<file path="config.mk">
export PLATFORM = sky130hd
export DESIGN_NAME = chan_blk_arbiter
export DESIGN_NICKNAME = d
export VERILOG_FILES = /design/src/rtl/chan_blk_arbiter_pkg.sv /design/src/rtl/arb_word_mux.sv /design/src/rtl/chan_blk_arbiter.sv
export SDC_FILE = /design/constraint.sdc
export NUM_CORES = 1
export LEC_CHECK = 0
export ABC_AREA = 1
export CAP_MARGIN = 20
export CORE_AREA = 5 5 105 156
export DETAILED_ROUTE_END_ITERATION = 8
export DIE_AREA = 0 0 110 161
export HOLD_SLACK_MARGIN = 0.08
export PLACE_DENSITY = 0.71
export SLEW_MARGIN = 20
export SYNTH_ARGS = -nofsm -noshare
export SYNTH_HDL_FRONTEND = slang
export SYNTH_SLANG_ARGS = --single-unit
</file>
<file path="constraint.sdc">
create_clock -name clk -period 4.1 [get_ports clk]
set_clock_uncertainty 0.2 [all_clocks]
set_input_delay 0.82 -clock clk [delete_from_list [all_inputs] [get_ports clk]]
set_output_delay 0.82 -clock clk [all_outputs]
set_load 0.01 [all_outputs]
</file>
<file path="src/rtl/chan_blk_arbiter_pkg.sv">
// Shared block-format definitions for the channel block arbiter: control-word
// field positions, block types, FSM state type and the header validity rule.
package chan_blk_arbiter_pkg;

    localparam int WORD_W     = 16;
    localparam int CW_FLAG    = 15;
    localparam int CW_CH_MSB  = 14;
    localparam int CW_CH_LSB  = 9;
    localparam int CW_LEN_MSB = 8;
    localparam int CW_LEN_LSB = 0;
    localparam int MIN_LEN    = 3;

    localparam int BT_SELF = 0;
    localparam int BT_RAW  = 3;
    localparam int BT_PAIR = 6;

    typedef enum logic {
        ST_SCAN = 1'b0,
        ST_BODY = 1'b1
    } arb_state_t;

    // A control word needs its flag, a length of at least MIN_LEN and,
    // when chk_en is set, the channel number the arbiter is pointing at.
    function automatic logic cw_ok(input logic [WORD_W-1:0] w,
                                   input logic [5:0]        ch_exp,
                                   input logic              chk_en);
        logic ok;
        ok = w[CW_FLAG] && (w[CW_LEN_MSB:CW_LEN_LSB] >= 9'(MIN_LEN));
        if (chk_en && (w[CW_CH_MSB:CW_CH_LSB] != ch_exp))
            ok = 1'b0;
        return ok;
    endfunction

endpackage

</file>
<file path="src/rtl/arb_word_mux.sv">
// Combinational NCH:1 selector of the 16-bit channel dout bus by the arbiter pointer.
module arb_word_mux
    import chan_blk_arbiter_pkg::*;
#(
    parameter int NCH = 16,
    parameter int PW  = 4
) (
    input  logic [WORD_W*NCH-1:0] din,
    input  logic [PW-1:0]         sel,
    output logic [WORD_W-1:0]     word
);

    always_comb begin
        word = '0;
        for (int i = 0; i < NCH; i++) begin
            if (sel == PW'(i))
                word = din[WORD_W*i +: WORD_W];
        end
    end

endmodule

</file>
<file path="src/rtl/chan_blk_arbiter.sv">
// Round-robin reader of channel blocks onto one 16-bit stream, with header and
// mid-block timeout checks. Optional channel-number check: ARB_CHNUM_CHECK_EN.
module chan_blk_arbiter
    import chan_blk_arbiter_pkg::*;
#(
    parameter int NCH    = 16,
    parameter int TOUT   = 64,
    parameter int CHBASE = 0
) (
    input  logic                  clk,
    input  logic                  rst_n,
    output logic [NCH-1:0]        give,
    input  logic [NCH-1:0]        have,
    input  logic [WORD_W*NCH-1:0] din,
    input  logic                  oready,
    output logic [WORD_W-1:0]     odata,
    output logic                  ovalid,
    output logic                  osop,
    output logic                  oeop,
    output logic                  oabort,
    output logic                  err_hdr,
    output logic                  err_to
);

    localparam int PW = (NCH > 1) ? $clog2(NCH) : 1;
    localparam int TW = $clog2(TOUT + 1);

`ifdef ARB_CHNUM_CHECK_EN
    localparam logic CHK_EN = 1'b1;
`else
    localparam logic CHK_EN = 1'b0;
`endif

    arb_state_t        state;
    logic [PW-1:0]     ptr;
    logic [PW-1:0]     ptr_next;
    logic [8:0]        cnt;
    logic [TW-1:0]     tout;
    logic              run;
    logic              give_on;
    logic              xfer;
    logic              hdr_good;
    logic [5:0]        ch_exp;
    logic [WORD_W-1:0] word;

    arb_word_mux #(
        .NCH (NCH),
        .PW  (PW)
    ) u_mux (
        .din  (din),
        .sel  (ptr),
        .word (word)
    );

    // run holds give low for the first cycle out of reset so every output reads 0 in reset.
    assign give_on  = run & oready;
    assign xfer     = |(give & have);
    assign ptr_next = (ptr == PW'(NCH - 1)) ? '0 : ptr + 1'b1;
    assign ch_exp   = 6'(CHBASE) + 6'(ptr);
    assign hdr_good = cw_ok(word, ch_exp, CHK_EN);

    always_comb begin
        give = '0;
        for (int i = 0; i < NCH; i++)
            give[i] = give_on && (ptr == PW'(i));
    end

    always_ff @(posedge clk or negedge rst_n) begin
        if (!rst_n) begin
            state   <= ST_SCAN;
            ptr     <= '0;
            cnt     <= '0;
            tout    <= '0;
            run     <= 1'b0;
            odata   <= '0;
            ovalid  <= 1'b0;
            osop    <= 1'b0;
            oeop    <= 1'b0;
            oabort  <= 1'b0;
            err_hdr <= 1'b0;
            err_to  <= 1'b0;
        end else begin
            run     <= 1'b1;
            odata   <= '0;
            ovalid  <= 1'b0;
            osop    <= 1'b0;
            oeop    <= 1'b0;
            oabort  <= 1'b0;
            err_hdr <= 1'b0;
            err_to  <= 1'b0;
            case (state)
                ST_SCAN: begin
                    if (give_on) begin
                        if (xfer && hdr_good) begin
                            odata  <= word;
                            ovalid <= 1'b1;
                            osop   <= 1'b1;
                            cnt    <= word[CW_LEN_MSB:CW_LEN_LSB];
                            tout   <= '0;
                            state  <= ST_BODY;
                        end else begin
                            // Empty channel or rejected header: move on either way.
                            err_hdr <= xfer;
                            ptr     <= ptr_next;
                        end
                    end
                end
                ST_BODY: begin
                    if (give_on) begin
                        if (xfer) begin
                            odata  <= word;
                            ovalid <= 1'b1;
                            cnt    <= cnt - 9'd1;
                            tout   <= '0;
                            if (cnt == 9'd1) begin
                                oeop  <= 1'b1;
                                ptr   <= ptr_next;
                                state <= ST_SCAN;
                            end
                        end else if (tout == TW'(TOUT - 1)) begin
                            ovalid <= 1'b1;
                            oeop   <= 1'b1;
                            oabort <= 1'b1;
                            err_to <= 1'b1;
                            tout   <= '0;
                            ptr    <= ptr_next;
                            state  <= ST_SCAN;
                        end else begin
                            tout <= tout + 1'b1;
                        end
                    end
                end
                default: state <= ST_SCAN;
            endcase
        end
    end

endmodule
</file>
* After elaboration in Yosys (flattened, before gate mapping)
Cells that the tools add are included.
Word-level totals: flip-flop bits (word level) 43, input port bits 275, output and inout port bits 38, word-level logic and storage cells 127
Cells by class: add/subtract/negate cells 3, order comparisons 1, eq/ne operators 24, muxes and demuxes 62, bitwise gates (word level) 3, reduce and logical (&&, ||, !) cells 23
Operator list (number):
- 2-to-1 mux 16 bit | 20
- 2-to-1 mux 9 bit | 4
- 2-to-1 mux 7 bit | 5
- equality test 4 bit (second input constant) | 8
- one-hot mux 16 bit (2 select lines) | 1
- 2-to-1 mux 4 bit | 7
- 2-to-1 mux 1 bit | 20
- logical AND 1 bit | 18
- one-hot mux 9 bit (2 select lines) | 1
- AND 16 bit | 1
- equality test 4 x 3 -> 1 bit (second input constant) | 4
- OR reduction 16 bit | 1
- one-hot mux 7 bit (2 select lines) | 1
- equality test 9 x 1 -> 1 bit (second input constant) | 1
- greater-or-equal comparator 9 x 2 -> 1 bit (second input constant) | 1
- subtractor 9 x 1 -> 9 bit (second input constant) | 1
- equality test 4 x 2 -> 1 bit (second input constant) | 2
- one-hot mux 4 bit (2 select lines) | 1
- adder 7 x 1 -> 7 bit (second input constant) | 1
- equality test 7 x 6 -> 1 bit (second input constant) | 1
- inequality test 2 bit (second input constant) | 3
- AND reduction 5 bit | 1
- adder 4 x 1 -> 4 bit (second input constant) | 1
- equality test 4 x 1 -> 1 bit (second input constant) | 1
- other kinds (9) | 11

* Longest topological paths before layout
Gate-level depths: netlist of run 1.
word-level depth 23, mapped depth 29, gate-level depth less buffers 27

* Modules after synthesis
From an unflattened synthesis of run 1, not the netlist that was laid out.
Unflattened totals: cells, all modules 826, area total of the unflattened synthesis 4642.0 um^2
Modules (own cells, without submodules):
- chan_blk_arbiter | instances 1, cells an instance 315, area each 2393.5 um^2, seq. area each 1076.0 um^2
- arb_word_mux | instances 1, cells an instance 511, area each 2248.4 um^2, seq. area each 0.0 um^2

* Least setup slack after synthesis of run 1
OpenSTA, ideal clock, no wires.
path kind register -> register, start register ptr[0], end register ptr[3], setup time 117 ps, data arrival time 2721 ps, required time 3783 ps, setup slack 1062 ps, stages on the path, launching flop included 18, path buffers 2, clock period less this slack 3038 ps, path through dfrtp_1 -> inv_1 -> ha_1 -> clkbuf_1 -> inv_1 -> nor2_1 -> buf_4 -> inv_1 -> nor2_1 -> nand2_1 -> nand3_1 -> nor4_4 -> o31ai_1 -> nor2_1 -> nor2_1 -> nand2_1 -> nand2_1 -> nand2_1
Between the ends: elaborated cells between the ends (all ways) 66, those cells by class 1 x add/sub; 1 x order compare; 18 x eq/ne; 24 x mux; 1 x bitwise; 21 x reduce/logical
RTL lines:
- start: declaration | line chan_blk_arbiter.sv:35 | logic [PW-1:0] ptr;
- start signal: assignment | line chan_blk_arbiter.sv:104 | ptr <= ptr_next;
- start signal: assignment | line chan_blk_arbiter.sv:117 | ptr <= ptr_next;
- start signal: assignment | line chan_blk_arbiter.sv:126 | ptr <= ptr_next;
- equality test 4 bit (*) | line chan_blk_arbiter.sv:65 | give[i] = give_on && (ptr == PW'(i));
- logical AND 1 bit (*) | line chan_blk_arbiter.sv:65
- via give[8] | line chan_blk_arbiter.sv:12 | output logic [NCH-1:0] give,
- AND 16 bit (*) | line chan_blk_arbiter.sv:57 | assign xfer = |(give & have);
- OR reduction 16 bit (*) | line chan_blk_arbiter.sv:57
- 2-to-1 mux 4 bit or logical AND 1 bit (tied branches) | line chan_blk_arbiter.sv:110, chan_blk_arbiter.sv:94
- 2-to-1 mux 4 bit or inequality test 2 bit (tied branches)
- one-hot mux 4 bit (2 select lines) or AND reduction 5 bit (tied branches)
The timed path passes the listed nets; every way through them passes the cells marked *. The select of a mux whose other input is x is not followed. A chain may end at the register's enable or synchronous reset.

* Worst setup path after layout of run 1
start register ptr[1], end register odata[13]
Between the ends: cells in the longest elaborated chain, start to end 23, elaborated cells between the ends (all ways) 58, those cells by class 1 x order compare; 15 x eq/ne; 21 x mux; 1 x bitwise; 20 x reduce/logical
Ends and longest elaborated chain:
- zero test 4 bit | line arb_word_mux.sv:16, chan_blk_arbiter.sv:65
- 2-to-1 mux 16 bit (16 in series) | line arb_word_mux.sv:16 | if (sel == PW'(i))
- greater-or-equal comparator 9 x 2 -> 1 bit | line chan_blk_arbiter_pkg.sv:28 | ok = w[CW_FLAG] && (w[CW_LEN_MSB:CW_LEN_LSB] >= 9'(MIN_LEN));
- logical AND 1 bit | line chan_blk_arbiter_pkg.sv:28
- logical AND 1 bit | line chan_blk_arbiter.sv:94 | if (xfer && hdr_good) begin
- 2-to-1 mux 16 bit | line chan_blk_arbiter.sv:94
- 2-to-1 mux 16 bit | line chan_blk_arbiter.sv:93 | if (give_on) begin
- one-hot mux 16 bit (2 select lines) (*) | line chan_blk_arbiter.sv:91 | case (state)
- end signal: assignment | line chan_blk_arbiter.sv:95 | odata <= word;
- end signal: assignment | line chan_blk_arbiter.sv:111 | odata <= word;
- end: declaration | line chan_blk_arbiter.sv:16 | output logic [WORD_W-1:0] odata,
Every way passes the cells marked *; elsewhere a longest branch is shown, timed or not.

==> metrics.txt, run 1 <==
# TYPE chip_impl_metric gauge
chip_impl_metric{name="track_usage",unit="%"} 27.1
chip_impl_metric{name="drt_first_pass_iters",unit=""} 5
chip_impl_info{name="cts_root_buf",value="clkbuf_16"} 1
chip_impl_metric{name="grt_pass1_vias",unit=""} 6725
chip_impl_metric{name="clock_latency",unit="ns"} 0.29
chip_impl_metric{name="seqPwrFrac",unit="%"} 15.2
chip_impl_metric{name="grt_pass1_wl",unit="um"} 36600
chip_impl_metric{name="routed_wl",unit="um"} 25400
chip_impl_info{name="hold_class",value="reg2reg"} 1
chip_impl_info{name="startpoint_type",value="flip-flop"} 1
chip_impl_metric{name="drive_gt1_share",unit="%"} 8.70
chip_impl_metric{name="fin_tns_setup",unit="ns"} 0
chip_impl_metric{name="maxSlewHeadroom",unit="%"} 57.0
chip_impl_info{name="unrepaired_setup_endpoints_after_global_routing",value="false"} 1
chip_impl_info{name="slowest_stage",value="dfrtp_1"} 1
chip_impl_metric{name="boundaryPins",unit=""} 313
chip_impl_metric{name="power_switching_share",unit="%"} 50.2
chip_impl_info{name="regToRegStartpoint",value="ptr[1]"} 1
chip_impl_metric{name="hpwlAfterDp",unit="um"} 21000
chip_impl_metric{name="ctsLongestPathBuffers",unit=""} 2
chip_impl_metric{name="routed_vias_inst",unit=""} 4.91
chip_impl_metric{name="detailroute.via_count",unit=""} 6765
chip_impl_metric{name="drcViolationCount",unit=""} 0
chip_impl_info{name="status",value="finished clean"} 1
chip_impl_metric{name="worst_ir_drop_vdd",unit="uV"} 291
chip_impl_metric{name="clkPwrFrac",unit="%"} 12.2
chip_impl_metric{name="cts_inserted_buffers",unit=""} 5
chip_impl_metric{name="postSynthRegisterBits",unit=""} 43
chip_impl_metric{name="ant_nets",unit=""} 0
chip_impl_metric{name="numClockSinks",unit=""} 43
chip_impl_metric{name="placementRows",unit=""} 55
chip_impl_metric{name="syn_avg_cell_area",unit="um^2"} 5.78
chip_impl_metric{name="drt_iter0_drc",unit=""} 388
chip_impl_metric{name="die_w",unit="um"} 110
chip_impl_metric{name="switchingPower",unit="uW"} 2180
chip_impl_metric{name="synth_nets",unit=""} 1158
chip_impl_info{name="startpoint",value="ptr[1]"} 1
chip_impl_metric{name="cp_max_fo",unit=""} 27
chip_impl_metric{name="cap_viol_max_count",unit=""} 0
chip_impl_info{name="yosysTopAreaCell",value="nand2_1"} 1
chip_impl_metric{name="port_buffers",unit=""} 312
chip_impl_metric{name="hold-worst-slack",unit="ns"} 0.302
chip_impl_metric{name="grt_max_degree",unit=""} 44
chip_impl_info{name="clock_tree_from_tritoncts",value="yes"} 1
chip_impl_metric{name="post-route-min-period",unit="ns"} 3.75
chip_impl_metric{name="critPathArrivalTime",unit="ns"} 3.72
chip_impl_metric{name="number_of_h_tree_levels",unit=""} 2
chip_impl_metric{name="total_leakage_power",unit="uW"} 0.00383
chip_impl_metric{name="cell_area_power_density",unit="nW/um^2"} 509
chip_impl_metric{name="setup_viol",unit=""} 0
chip_impl_info{name="worst_setup_path_end_kind",value="flip-flop"} 1
chip_impl_metric{name="critPathRequiredTime",unit="ns"} 4.07
chip_impl_metric{name="comb_power_share",unit="%"} 72.6
chip_impl_metric{name="synth_top_area_share",unit="%"} 23.9
chip_impl_metric{name="post_synth_num_cell_types",unit=""} 46
chip_impl_metric{name="chip_height",unit="um"} 161
chip_impl_info{name="timing_worst_setup_path_type",value="reg2reg"} 1
chip_impl_metric{name="design.core.area",unit="um^2"} 14900
chip_impl_metric{name="ys_warn_count",unit=""} 0
chip_impl_metric{name="period_share",unit="%"} 91.5
chip_impl_info{name="path_cells",value="inv_1 > ha_2 > inv_2 > nor2_4 > inv_2 > or2_2 > nand3_1 > nand2_1 > nand2_1 > nand3_1 > nand2_1 > nand2_1 > a21oi_2 > nand2_1 > nor2_1 > nand3_2 > nand2_2 > nand2_4 > nand2_4 > nor2_1"} 1
chip_impl_metric{name="slew_viol_final",unit=""} 0
chip_impl_metric{name="cts.reportedPaths.clkPinSlew",unit="ns"} 0.07
chip_impl_metric{name="finalWeightedCongestion",unit=""} 0.944
chip_impl_metric{name="antenna_found_initial",unit=""} 6
chip_impl_metric{name="critical_path.max_stage_delay",unit="ns"} 0.41
chip_impl_info{name="ys_top_cells_by_area",value="nand2_1 24%, dfrtp_1 21%, nand3_1 9.5%"} 1
chip_impl_metric{name="wl_per_cell",unit="um"} 18.4
chip_impl_metric{name="ctsHoldBuffers",unit=""} 0
chip_impl_metric{name="area_growth",unit="%"} 68.5
chip_impl_metric{name="nets",unit=""} 1453
chip_impl_metric{name="grt-ovfl-total",unit=""} 0
chip_impl_info{name="worst_path_most_repeated_cell",value="nand2_1"} 1
chip_impl_metric{name="hold_viol",unit=""} 0
chip_impl_info{name="min_from",value="cnt[8]"} 1
chip_impl_metric{name="synthesis.instances",unit=""} 876
chip_impl_metric{name="fmax",unit="MHz"} 266
chip_impl_metric{name="yosysSeqAreaShare",unit="%"} 21.2
chip_impl_metric{name="synthesis.area",unit="um^2"} 5060
chip_impl_metric{name="slew_worst_pin",unit="ns"} 0.645
chip_impl_metric{name="dieArea",unit="um^2"} 17700
chip_impl_metric{name="intPower",unit="uW"} 2160
chip_impl_metric{name="initial_utilization",unit="%"} 33.9
## repair_timing
| item | 4_1_cts | 5_1_grt |
|---|---|---|
| resized for setup | 0 | 3 |
| buffers inserted | 0 | 0 |
| hold endpoints to repair | 0 | 0 |
| setup endpoints to repair | 0 | 33 |
## flip-flops by register name, summed over array words and instances (netlist names), 4 cells and up
register,cells
ptr,4
odata,16
tout,7
cnt,9
## kinds of logic after synthesis
family / share of synthesized area [%]
simple gates: 54.7
buf+inv: 10.1
compound gates: 11.0
flops: 21.2
xor+xnor: 1.21
fa+ha+maj: 1.73
other cells: 0.0740
## Yosys cell counts (all sizes together)
library cell	number
dfrtp	43
nor2	120
ha	7
a21boi	4
nand3	99
inv	60
a22oi	1
a22o	1
xor2	5
a31oi	2
xnor2	2
o31ai	1
a21oi	36
nand2	336
clkbuf	17
o221ai	1
or2	35
o211ai	16
nor4	3
nand3b	6
o21ai	31
clkinv	3
nand4	18
buf	26
nor3	2
conb	1
## worst max-delay path: cells and delay by family (launching register included)
kind,cells,cell delay (ns)
simple gates,15,1.93
flops,1,0.41
compound gates,1,0.25
fa+ha+maj,1,0.31
buf+inv,3,0.51
## worst paths after layout
check                      cells after the start  slack [ns]         to
setup / recovery                              20        0.35  odata[13]
hold / removal                                 2        0.30     cnt[8]
setup reg to reg                              20        0.35  odata[13]
hold reg to reg                                2        0.30     cnt[8]
max in group asynchronous                      1        2.96     ptr[2]
min in group asynchronous                      1        0.32    tout[3]
## power by group through the flow
stage | sequential, uW | combinational [uW] | clock (uW)
3_5_place_dp | 662 | 3120 | 0
2_1_floorplan | 644 | 2190 | 0
6_report | 662 | 3150 | 530
3_3_place_gp | 663 | 3090 | 0
5_1_grt | 675 | 3540 | 554
4_1_cts | 658 | 3140 | 534
## final cells by class
class	count	area, um^2
diodes	6	15.0
clock buffers	5	125
clock inverters	3	67.6
fillers	1489	6400
inverters	63	239
multi-input cells	728	3500
flip-flops and latches	43	1080
well taps	199	249
repair buffers	330	3260
## per-stage QoR
stage / util [%] / area, um^2 / power (uW) / worst slack (ns) / std cells
final: 57.1 / 8530 / 4340 / 0.347 / 1377
after global routing: 57.1 / 8530 / 4770 / 0.00672 / 1377
after CTS: 56.9 / 8490 / 4330 / 0.278 / 1370
after detailed placement: 55.6 / 8300 / 3780 / 0.292 / 1362
after global placement: 55.6 / 8300 / 3750 / 0.367 / 1362
after floorplan: - / 5060 / 2830 / 1.06 / 876
## per-layer routing
metal  up-vias  wire length, um  global-route usage, %
li1       3403                -                      -
met5         -                0                      0
met3        44             2230                   6.36
met1      3041             9130                   29.0
met2       277            13200                   49.4
met4         0              802                   11.7
## placed cells by master, fill, tap and decap left out, drive strengths merged, types with 3 or more instances in the layout
cell type,instances
a21oi,36
o211ai,16
buf,19
diode,6
inv,60
o21ai,31
a21boi,4
or2,35
nand3b,6
clkdlybuf4s50,311
nand3,99
nor2,120
dfrtp,43
ha,7
clkinv,3
clkbuf,5
nand2,337
nor4,3
nand4,18
xor2,5
No activity file was read; power rests on OpenSTA's default activity.
==> run 2: changes to the inputs <==
--- a/config.mk
+++ b/config.mk
@@ -11,7 +11,7 @@
 export DETAILED_ROUTE_END_ITERATION = 8
 export DIE_AREA = 0 0 110 161
 export HOLD_SLACK_MARGIN = 0.08
-export PLACE_DENSITY = 0.71
+export PLACE_DENSITY = 0.74
 export SLEW_MARGIN = 20
 export SYNTH_ARGS = -nofsm -noshare
 export SYNTH_HDL_FRONTEND = slang
==> constraint.sdc (replaced) <==
create_clock -name clk -period 3.16 [get_ports clk]
set_clock_uncertainty 0.2 [all_clocks]
set_input_delay 0.632 -clock clk [delete_from_list [all_inputs] [get_ports clk]]
set_output_delay 0.632 -clock clk [all_outputs]
set_load 0.01 [all_outputs]
==> metrics.txt, run 2 (synthesis results as in run 1) <==
# TYPE chip_impl_metric gauge
chip_impl_metric{name="cell_area_power_density",unit="nW/um^2"} 739
chip_impl_info{name="worst_path_most_repeated_cell",value="nand2_1"} 1
chip_impl_metric{name="ant_nets",unit=""} 0
chip_impl_info{name="timing_worst_setup_path_type",value="reg2reg"} 1
chip_impl_metric{name="grt-ovfl-total",unit=""} 0
chip_impl_metric{name="post-route-min-period",unit="ns"} 3.23
chip_impl_metric{name="port_buffers",unit=""} 312
chip_impl_metric{name="seqPwrFrac",unit="%"} 11.8
chip_impl_metric{name="clkPwrFrac",unit="%"} 7.4
chip_impl_metric{name="setup_viol",unit=""} 32
chip_impl_metric{name="routed_vias_inst",unit=""} 4.90
chip_impl_metric{name="placementRows",unit=""} 55
chip_impl_metric{name="slew_viol_final",unit=""} 0
chip_impl_metric{name="worst_ir_drop_vdd",unit="uV"} 491
chip_impl_metric{name="antenna_found_initial",unit=""} 2
chip_impl_metric{name="boundaryPins",unit=""} 313
chip_impl_info{name="hold_class",value="reg2reg"} 1
chip_impl_metric{name="intPower",unit="uW"} 3650
chip_impl_metric{name="number_of_h_tree_levels",unit=""} 2
chip_impl_metric{name="pre_cts_ws",unit="ns"} -0.376
chip_impl_info{name="crit_family",value="simple AND/OR/NAND/NOR gates"} 1
chip_impl_info{name="largest_register",value="odata"} 1
chip_impl_metric{name="routed_wl",unit="um"} 26500
chip_impl_metric{name="ctsLongestPathBuffers",unit=""} 2
chip_impl_metric{name="comb_power_share",unit="%"} 80.7
chip_impl_metric{name="maxSlewHeadroom",unit="%"} 49.5
chip_impl_metric{name="instances_no_fill",unit=""} 1461
chip_impl_metric{name="cts.reportedPaths.clkPinSlew",unit="ns"} 0.06
chip_impl_metric{name="track_usage",unit="%"} 28.4
chip_impl_metric{name="detailroute.via_count",unit=""} 7166
chip_impl_metric{name="hpwlAfterDp",unit="um"} 21000
chip_impl_metric{name="drcViolationCount",unit=""} 0
chip_impl_metric{name="count_of_buffer_and_inverter_cells_on_the_critical_path",unit=""} 4
chip_impl_metric{name="total_leakage_power",unit="uW"} 0.00442
chip_impl_info{name="status",value="complete, but fails checks"} 1
chip_impl_metric{name="period_share",unit="%"} 102
chip_impl_metric{name="chip_height",unit="um"} 161
chip_impl_metric{name="nets",unit=""} 1541
chip_impl_info{name="clock_tree_from_tritoncts",value="yes"} 1
chip_impl_metric{name="cp_max_fo",unit=""} 8
chip_impl_metric{name="numClockSinks",unit=""} 43
chip_impl_metric{name="grt_max_degree",unit=""} 44
chip_impl_metric{name="grt_pass1_wl",unit="um"} 38400
chip_impl_metric{name="critical_path.max_stage_delay",unit="ns"} 0.43
chip_impl_metric{name="clock_latency",unit="ns"} 0.29
chip_impl_metric{name="cap_viol_max_count",unit=""} 0
chip_impl_metric{name="area_growth",unit="%"} 92.4
chip_impl_metric{name="placed_cells_incl_taps",unit=""} 1429
chip_impl_info{name="mostFrequentLayoutCell",value="clkdlybuf4s50_1"} 1
chip_impl_metric{name="fmax",unit="MHz"} 309
chip_impl_info{name="most-common-layout-cells",value="308 x clkdlybuf4s50_1, 298 x nand2_1, 94 x nor2_1"} 1
chip_impl_metric{name="largest_register_ff_count",unit=""} 16
chip_impl_metric{name="slew_worst_pin",unit="ns"} 0.757
chip_impl_metric{name="cts_inserted_buffers",unit=""} 5
chip_impl_metric{name="power_switching_share",unit="%"} 49.3
chip_impl_info{name="startpoint_type",value="flip-flop"} 1
chip_impl_info{name="layout_top_registers",value="odata (16), cnt (9), tout (7)"} 1
chip_impl_metric{name="die_w",unit="um"} 110
chip_impl_metric{name="switchingPower",unit="uW"} 3550
chip_impl_metric{name="finalWeightedCongestion",unit=""} 0.912
chip_impl_metric{name="critPathRequiredTime",unit="ns"} 3.14
chip_impl_metric{name="hold_viol",unit=""} 0
chip_impl_metric{name="wl_per_cell",unit="um"} 18.1
chip_impl_metric{name="post-route-worst-setup-slack",unit="ns"} -0.0749
chip_impl_info{name="unrepaired_setup_endpoints_after_global_routing",value="true"} 1
chip_impl_metric{name="design.core.area",unit="um^2"} 14900
chip_impl_metric{name="dieArea",unit="um^2"} 17700
chip_impl_info{name="slowest_stage",value="dfrtp_2"} 1
chip_impl_metric{name="critPathArrivalTime",unit="ns"} 3.21
chip_impl_metric{name="drt_iter0_drc",unit=""} 371
chip_impl_metric{name="drive_gt1_share",unit="%"} 20.2
chip_impl_info{name="cts_root_buf",value="clkbuf_16"} 1
chip_impl_metric{name="drt_first_pass_iters",unit=""} 5
chip_impl_metric{name="grt_pass1_vias",unit=""} 7102
chip_impl_info{name="worst_setup_path_end_kind",value="flip-flop"} 1
chip_impl_metric{name="initial_utilization",unit="%"} 33.9
chip_impl_info{name="violations",value="setup timing"} 1
[run 2: area by class of cell]
class | instances | area (um^2)
Fill cell | 1367 | 5190
Timing Repair Buffer | 413 | 4080
Multi-Input combinational cell | 732 | 3930
Sequential cell | 43 | 1080
Inverter | 63 | 256
Tap cell | 199 | 249
Clock buffer | 7 | 143
Clock inverter | 1 | 8.76
Timing Repair inverter | 1 | 6.26
Antenna cell | 2 | 5.00
[run 2: power groups by stage]
stage / Combinational, uW / Clock, uW / Sequential (uW)
floorplan: 2840 / 0 / 836
global placement: 4630 / 0 / 845
detailed placement: 4690 / 0 / 843
CTS: 5520 / 541 / 841
global route: 6370 / 562 / 875
finish: 5820 / 536 / 853
[run 2: final timing paths]
| check | from | end | slack, ns | cells past startpoint |
|---|---|---|---|---|
| max in group asynchronous | rst_n | odata[12] | 1.75 | 3 |
| worst max register to register | ptr[0] | cnt[4] | -0.07 | 29 |
| worst min-delay path | tout[1] | tout[1] | 0.32 | 2 |
| worst max-delay path | ptr[0] | cnt[4] | -0.07 | 29 |
| worst min register to register | tout[1] | tout[1] | 0.32 | 2 |
| min in group asynchronous | rst_n | tout[5] | 0.54 | 2 |
[run 2: layer usage]
layer  share of wire (%)  GRT usage, %
met5                   0             0
met4                 4.1          12.2
met3                 8.6          6.40
met2                  52          53.5
met1                  35          28.9
[run 2: through the flow]
stage	total power, uW	hold slack (ns)	utilization (%)	TNS, ns	cell area (um^2)
final	7200	0.315	65.3	-1.01	9750
after global routing	7800	0.334	65.3	-9.03	9750
after CTS	6900	0.313	63.8	-0.224	9530
after detailed placement	5530	0.297	59.4	-13.10	8860
after global placement	5480	0.281	59.4	-12.29	8860
after floorplan	3680	0.136	-	0	5060
[run 2: tightest hold or removal path: cells and delay by family, from the launching register on]
kind | cells | cell delay (ns)
DFF | 1 | 0.37
and+or+nand+nor | 2 | 0.11
[run 2: what timing repair did]
item,in CTS,in global routing
setup buffers,10,1
cloned,9,0
pin swaps,23,29
hold buffers,0,1
gates resized for setup,74,49
endpoints found under the hold margin,0,10
endpoints found under the setup margin,51,45
